$ cat config.mk
export PLATFORM = sky130hd
export DESIGN_NAME = ring_monitor_flat
export DESIGN_NICKNAME = d
export VERILOG_FILES = /design/src/rtl/ring_pkg.sv /design/src/rtl/ring_monitor_if.sv /design/src/rtl/ring_monitor_onehot_decode.sv /design/src/rtl/ring_monitor.sv /design/src/flat_wrapper.sv
export SDC_FILE = /design/constraint.sdc
export NUM_CORES = 1
export LEC_CHECK = 0
export ABC_AREA = 1
export ABC_CLOCK_PERIOD_IN_PS = 2200
export CORE_AREA = 5 5 116 118
export DETAILED_ROUTE_END_ITERATION = 10
export DIE_AREA = 0 0 121 123
export DONT_BUFFER_PORTS = 1
export GPL_ROUTABILITY_DRIVEN = 0
export PLACE_DENSITY_LB_ADDON = 0.05
export SLEW_MARGIN = 20
export SYNTH_ARGS = -nofsm -noshare
export SYNTH_HDL_FRONTEND = slang
export SYNTH_SLANG_ARGS = --single-unit
$ cat constraint.sdc
create_clock -name CLK -period 2.2 [get_ports CLK]
set_input_delay 0.33 -clock CLK [delete_from_list [all_inputs] [get_ports CLK]]
set_output_delay 0.33 -clock CLK [all_outputs]
set_load 0.01 [all_outputs]
$ cat src/rtl/ring_pkg.sv
// Shared constants, state encoding and fault codes for ring counter consumers.
package ring_pkg;

    localparam int N  = 16;
    localparam int CW = 4;

    typedef enum logic [1:0] {
        SYNC  = 2'd0,
        TRACK = 2'd1,
        FAULT = 2'd2
    } state_t;

    typedef enum logic [1:0] {
        ERR_NONE   = 2'b00,
        ERR_ONEHOT = 2'b01,
        ERR_ENC    = 2'b10,
        ERR_SKIP   = 2'b11
    } err_t;

endpackage

$ cat src/rtl/ring_monitor_if.sv
// Bundle of sampled ring inputs and monitor status outputs.
interface ring_monitor_if #(
    parameter int N     = 16,
    parameter int CW    = 4,
    parameter int LAP_W = 8
);
    logic             CLR;
    logic [0:N-1]     Q;
    logic [CW-1:0]    C;
    logic [CW-1:0]    POS;
    logic             TRACKING;
    logic             WRAP;
    logic [LAP_W-1:0] LAP_CNT;
    logic             FAULT;
    logic [1:0]       ERR_CODE;

    modport master (
        output CLR, Q, C,
        input  POS, TRACKING, WRAP, LAP_CNT, FAULT, ERR_CODE
    );

    modport slave (
        input  CLR, Q, C,
        output POS, TRACKING, WRAP, LAP_CNT, FAULT, ERR_CODE
    );
endinterface

$ cat src/rtl/ring_monitor_onehot_decode.sv
// Combinational one-hot decoder: index of the set bit plus a one-hot flag.
module onehot_decode #(
    parameter int N  = 16,
    parameter int CW = 4
) (
    input  logic [0:N-1]  q,
    output logic [CW-1:0] idx,
    output logic          onehot
);
    localparam int PW = $clog2(N + 1);

    logic [PW-1:0] cnt;

    // OR-ing indices is exact whenever exactly one bit is set
    always_comb begin
        idx = '0;
        cnt = '0;
        for (int i = 0; i < N; i++) begin
            if (q[i]) begin
                idx = idx | CW'(i);
                cnt = cnt + 1'b1;
            end
        end
        onehot = (cnt == PW'(1));
    end
endmodule

$ cat src/rtl/ring_monitor.sv
// Checks a one-hot ring and its encoder each cycle, tracks position and laps,
// and latches the first fault cause until cleared.
module ring_monitor
    import ring_pkg::*;
#(
    parameter int N     = ring_pkg::N,
    parameter int CW    = ring_pkg::CW,
    parameter int LAP_W = 8
) (
    input  logic           CLK,
    input  logic           RST,
    ring_monitor_if.slave  bus
);
    state_t           state_q, state_d;
    err_t             err_q, err_d;
    logic [CW-1:0]    pos_q, pos_d;
    logic [LAP_W-1:0] lap_q, lap_d;
    logic             wrap_q, wrap_d;

    logic [CW-1:0] idx;
    logic          onehot;
    logic          enc_ok;
    logic          step_ok;

    onehot_decode #(.N(N), .CW(CW)) u_decode (
        .q      (bus.Q),
        .idx    (idx),
        .onehot (onehot)
    );

    assign enc_ok  = (bus.C == idx);
    assign step_ok = (idx == CW'(pos_q + 1'b1));

    always_comb begin
        state_d = state_q;
        err_d   = err_q;
        pos_d   = pos_q;
        lap_d   = lap_q;
        wrap_d  = 1'b0;
        if (bus.CLR) begin
            state_d = SYNC;
            err_d   = ERR_NONE;
            lap_d   = '0;
        end else begin
            case (state_q)
                SYNC: begin
                    if (onehot && enc_ok) begin
                        pos_d   = idx;
                        state_d = TRACK;
                    end
                end
                TRACK: begin
                    if (onehot && enc_ok && step_ok) begin
                        pos_d = idx;
                        if (pos_q == CW'(N - 1) && idx == '0) begin
                            wrap_d = 1'b1;
                            if (lap_q != {LAP_W{1'b1}})
                                lap_d = lap_q + 1'b1;
                        end
                    end else begin
                        state_d = FAULT;
                        if (!onehot)
                            err_d = ERR_ONEHOT;
                        else if (!enc_ok)
                            err_d = ERR_ENC;
                        else
                            err_d = ERR_SKIP;
                    end
                end
                default: begin
                end
            endcase
        end
    end

    always_ff @(posedge CLK or posedge RST) begin
        if (RST) begin
            state_q <= SYNC;
            err_q   <= ERR_NONE;
            pos_q   <= '0;
            lap_q   <= '0;
            wrap_q  <= 1'b0;
        end else begin
            state_q <= state_d;
            err_q   <= err_d;
            pos_q   <= pos_d;
            lap_q   <= lap_d;
            wrap_q  <= wrap_d;
        end
    end

    assign bus.POS      = pos_q;
    assign bus.TRACKING = (state_q == TRACK);
    assign bus.FAULT    = (state_q == FAULT);
    assign bus.WRAP     = wrap_q;
    assign bus.LAP_CNT  = lap_q;
    assign bus.ERR_CODE = err_q;
endmodule
$ cat src/flat_wrapper.sv
// flat-port wrapper written by rule: the top's interface ports become plain ports
module ring_monitor_flat import ring_pkg::*;
#(
    parameter int N     = ring_pkg::N,
    parameter int CW    = ring_pkg::CW,
    parameter int LAP_W = 8
)
  (CLK, RST, bus_CLR, bus_Q, bus_C, bus_POS, bus_TRACKING, bus_WRAP, bus_LAP_CNT, bus_FAULT, bus_ERR_CODE);
  ring_monitor_if #(.N(N), .CW(CW), .LAP_W(LAP_W)) bus_i ();
  input  logic CLK;
  input  logic RST;
  input wire logic [$bits(bus_i.CLR)-1:0] bus_CLR;
  input wire logic [$bits(bus_i.Q)-1:0] bus_Q;
  input wire logic [$bits(bus_i.C)-1:0] bus_C;
  output wire logic [$bits(bus_i.POS)-1:0] bus_POS;
  output wire logic [$bits(bus_i.TRACKING)-1:0] bus_TRACKING;
  output wire logic [$bits(bus_i.WRAP)-1:0] bus_WRAP;
  output wire logic [$bits(bus_i.LAP_CNT)-1:0] bus_LAP_CNT;
  output wire logic [$bits(bus_i.FAULT)-1:0] bus_FAULT;
  output wire logic [$bits(bus_i.ERR_CODE)-1:0] bus_ERR_CODE;
  assign bus_i.CLR = bus_CLR;
  assign bus_i.Q = bus_Q;
  assign bus_i.C = bus_C;
  assign bus_POS = bus_i.POS;
  assign bus_TRACKING = bus_i.TRACKING;
  assign bus_WRAP = bus_i.WRAP;
  assign bus_LAP_CNT = bus_i.LAP_CNT;
  assign bus_FAULT = bus_i.FAULT;
  assign bus_ERR_CODE = bus_i.ERR_CODE;
  ring_monitor #(.N(N), .CW(CW), .LAP_W(LAP_W)) u_core (.CLK(CLK), .RST(RST), .bus(bus_i));
endmodule
==> flow_metrics.py <==
metrics = {
    "detailed_routing": {
        "drc_errors": 0,
        "post_drt_via_cell_ratio": 4.23,
        "final_antenna_net_count": 0,
        "dr.pass1.iters": 4,
        "drt_iter0_drc": 113,
        "wl_per_cell_um": 12.1,
        "drt-total-wl_mm": 9.96,
        "num_vias": 3486,
    },
    "setup_path": {
        "critPathArrivalTime_ns": 7.23,
        "cp_slowest_stage_delay_ns": 0.28,
        "worstSetupPathType": "input port to flop",
        "cp-end-kind": "flop",
        "crit_top_cell": "nand2_4",
        "cp-start-kind": "input port",
        "path_max_fanout": 7,
        "slowest_stage": "ha_1",
        "crit_required_ns": 2.34,
    },
    "timing": {
        "hold_viol_final": 0,
        "rsz0062_at_grt": "true",
        "setup-violations-final": 17,
        "fin_worst_skew_ns": 0.00242,
        "period_share_pct": 322,
        "fmax_ghz": 0.141,
        "period_minus_slack_ns": 7.09,
        "slew_headroom_pct": 50.4,
        "tightest_slew_ns": 0.743,
        "fin_ws_ns": -4.89,
        "slew_viol_final": 0,
    },
    "floorplan": {
        "start_util_pct": 24.1,
        "core_mm2": 0.0124,
        "dieArea_mm2": 0.0149,
        "pin_count": 40,
        "rows": 41,
        "fp.dieW_um": 121,
        "fp.dieH_um": 123,
    },
    "power": {
        "ir_drop_v": 0.000227,
        "power_leakage_nw": 2.84,
        "powerDensity_mw_per_mm2": 687,
    },
    "yosys": {
        "yosysWarnings": 0,
        "synth_cell_type_count": 34,
        "synth_area_mm2": 0.00297,
        "synth.avg_cell_area_um2": 5.96,
        "ys_ff_latch": 17,
        "synth_cells": 499,
        "syn-num-nets": 539,
        "ys_seq_area_share_pct": 14.3,
    },
    "finish": {
        "postLayoutCoreUtil_pct": 40.5,
        "final_nets": 693,
        "n_antenna_cell": 0,
        "layout-drive-gt1-share_pct": 50.2,
        "syn_to_final_growth_pct": 68.5,
    },
    "job": {
        "maxCapViolations": 0,
    },
    "clock_tree": {
        "cts_buffers": 3,
        "cts_max_level": 1,
        "root_buffer": "clkbuf_16",
        "postCtsHoldBufs": 0,
        "clock_sinks": 17,
        "clk_pin_slew_ns": 0.05,
        "clock_path_buffers": 2,
        "cts_tree": "built",
        "insertion_delay_ns": 0.25,
    },
    "global_route": {
        "grt_max_degree": 18,
        "grt_pass1_wl_mm": 17.0,
        "grt_antenna_before_repair": 0,
        "track_usage_pct": 14.1,
        "first_global_vias": 3567,
        "gr-total-overflow": 0,
    },
    "place": {
        "preCtsSetupSlack_ns": -5.63,
        "port_buffers": 0,
        "hpwl_mm": 7.42,
    },
    "min_path": {
        "holdCritPathClass": "input port to asynchronous set/reset pin",
    },
    "run_status": {
        "outcome": "finished, violations left",
        "violations": "negative setup slack",
    },
}
what timing repair did:
| action | in CTS | in global routing |
|---|---|---|
| setup endpoints to repair | 17 | 17 |
| resized for setup | 41 | 74 |
| setup buffers | 78 | 2 |
| pin swaps | 61 | 68 |
| gates cloned | 0 | 0 |
final timing paths:
path | from | to | slack [ns] | cells past startpoint
max in group asynchronous | RST | u_core.bus.ERR_CODE[0]$_DFFE_PP0P_ | 1.64 | 1
worst min register to register | u_core.state_q[0]$_DFFE_PP0P_ | u_core.state_q[0]$_DFFE_PP0P_ | 0.54 | 2
min in group CLK | bus_CLR | u_core.state_q[1]$_DFFE_PP0P_ | 0.19 | 1
worst max register to register | u_core.bus.POS[0]$_DFFE_PP0P_ | u_core.bus.LAP_CNT[6]$_DFFE_PP0P_ | 0.19 | 11
worst min-delay path | RST | u_core.bus.POS[1]$_DFFE_PP0P_ | 0.09 | 1
worst max-delay path | bus_Q[15] | u_core.bus.LAP_CNT[6]$_DFFE_PP0P_ | -4.89 | 55
cell usage in the layout (no fill, tap or decap), drive strengths merged:
master  Yosys  layout
a21boi      2       2
a21oi       5       5
a31oi       1       1
and2        1       1
buf         0     150
clkbuf      1       4
clkinv      2       2
dfrtp      17      17
ha         17      17
inv        99      99
nand2     189     189
nand3      67      67
nand3b      3       3
nand4      21      21
nor2       43      43
nor3        4       4
o211ai      1       1
o21ai       6       6
o21bai      1       1
or2         4       4
xnor2       4       4
xor2       11      11
where the power goes:
group,total (W),internal [W],switching [W]
sequential,0.000440,0.000380,0.0000600
combinational,0.00262,0.00128,0.00134
clock,0.000377,0.000247,0.000130
total,0.00344,0.00191,0.00153
logic make-up after synthesis:
kind of cell,count (synthesis),share of synthesized area [%]
simple gates,332,58.2
xor+xnor,15,4.42
fa+ha+maj,17,7.15
buf+inv,102,12.9
flops,17,14.3
compound gates,16,3.07
sequential cells by signal, summed over array words and instances (netlist names):
| signal | flops |
|---|---|
| u_core.bus.LAP_CNT | 8 |
| u_core.bus.POS | 4 |
| u_core.bus.ERR_CODE | 2 |
| u_core.state_q | 2 |
| u_core.bus.WRAP | 1 |
synth_stat cells:
library cell | count | area share (%)
o211ai_1 | 1 | 0.25
nor2_4 | 1 | 0.38
or2_2 | 3 | 0.63
nand3_1 | 48 | 8.1
nand3b_2 | 1 | 0.38
nor2_1 | 40 | 5.0
xnor2_1 | 4 | 1.2
inv_2 | 7 | 0.88
and2_1 | 1 | 0.21
inv_1 | 92 | 12
a31oi_1 | 1 | 0.21
nand2_1 | 144 | 18
ha_1 | 17 | 7.2
nand2_2 | 39 | 8.2
nand4_1 | 18 | 3.8
nand3_2 | 14 | 4.7
nand2_4 | 6 | 2.3
clkbuf_1 | 1 | 0.13
clkinv_1 | 2 | 0.25
o21ai_1 | 2 | 0.34
nand3b_1 | 2 | 0.50
nor2_2 | 2 | 0.42
or2_1 | 1 | 0.21
o21ai_0 | 4 | 0.67
nand3_4 | 5 | 2.9
a21boi_0 | 1 | 0.25
dfrtp_1 | 17 | 14
nor3_1 | 4 | 0.67
xor2_1 | 11 | 3.2
a21oi_1 | 5 | 0.84
nand4_4 | 1 | 0.72
a21boi_1 | 1 | 0.25
o21bai_1 | 1 | 0.25
nand4_2 | 2 | 0.84
routing by layer:
| layer | track usage, % | share of wire, % |
|---|---|---|
| met3 | 3.39 | 4.8 |
| met2 | 24.7 | 49 |
| met4 | 4.32 | 1.6 |
| met1 | 17.0 | 45 |
| met5 | 0 | 0 |
through the flow:
stage	cells	setup TNS, ns	instance area, um^2	power, W	hold slack, ns
floorplan	499	-89.23	3100	0.00171	0.256
global placement	753	-92.85	3930	0.00236	0.382
detailed placement	753	-94.73	3930	0.00236	0.390
CTS	831	-84.31	4750	0.00321	0.127
global route	824	-88.37	5010	0.00378	0.165
finish	824	-82.48	5010	0.00344	0.0915
final cells by class:
cell class	count	area, um^2
repair buffers	150	1140
clock buffers	4	78.8
well taps	172	215
inverters	101	410
fillers	1326	7350
flip-flops and latches	17	425
multi-input cells	380	2740
critical path: cells and delay by family:
kind	cells	cell delay, ns
adder cells (fa/ha/maj)	14	3.38
AND/OR/NAND/NOR	32	2.81
AO/OA/AOI/OAI	3	0.42
buffers and inverters	6	0.27
(Power assumes the default switching activity.)
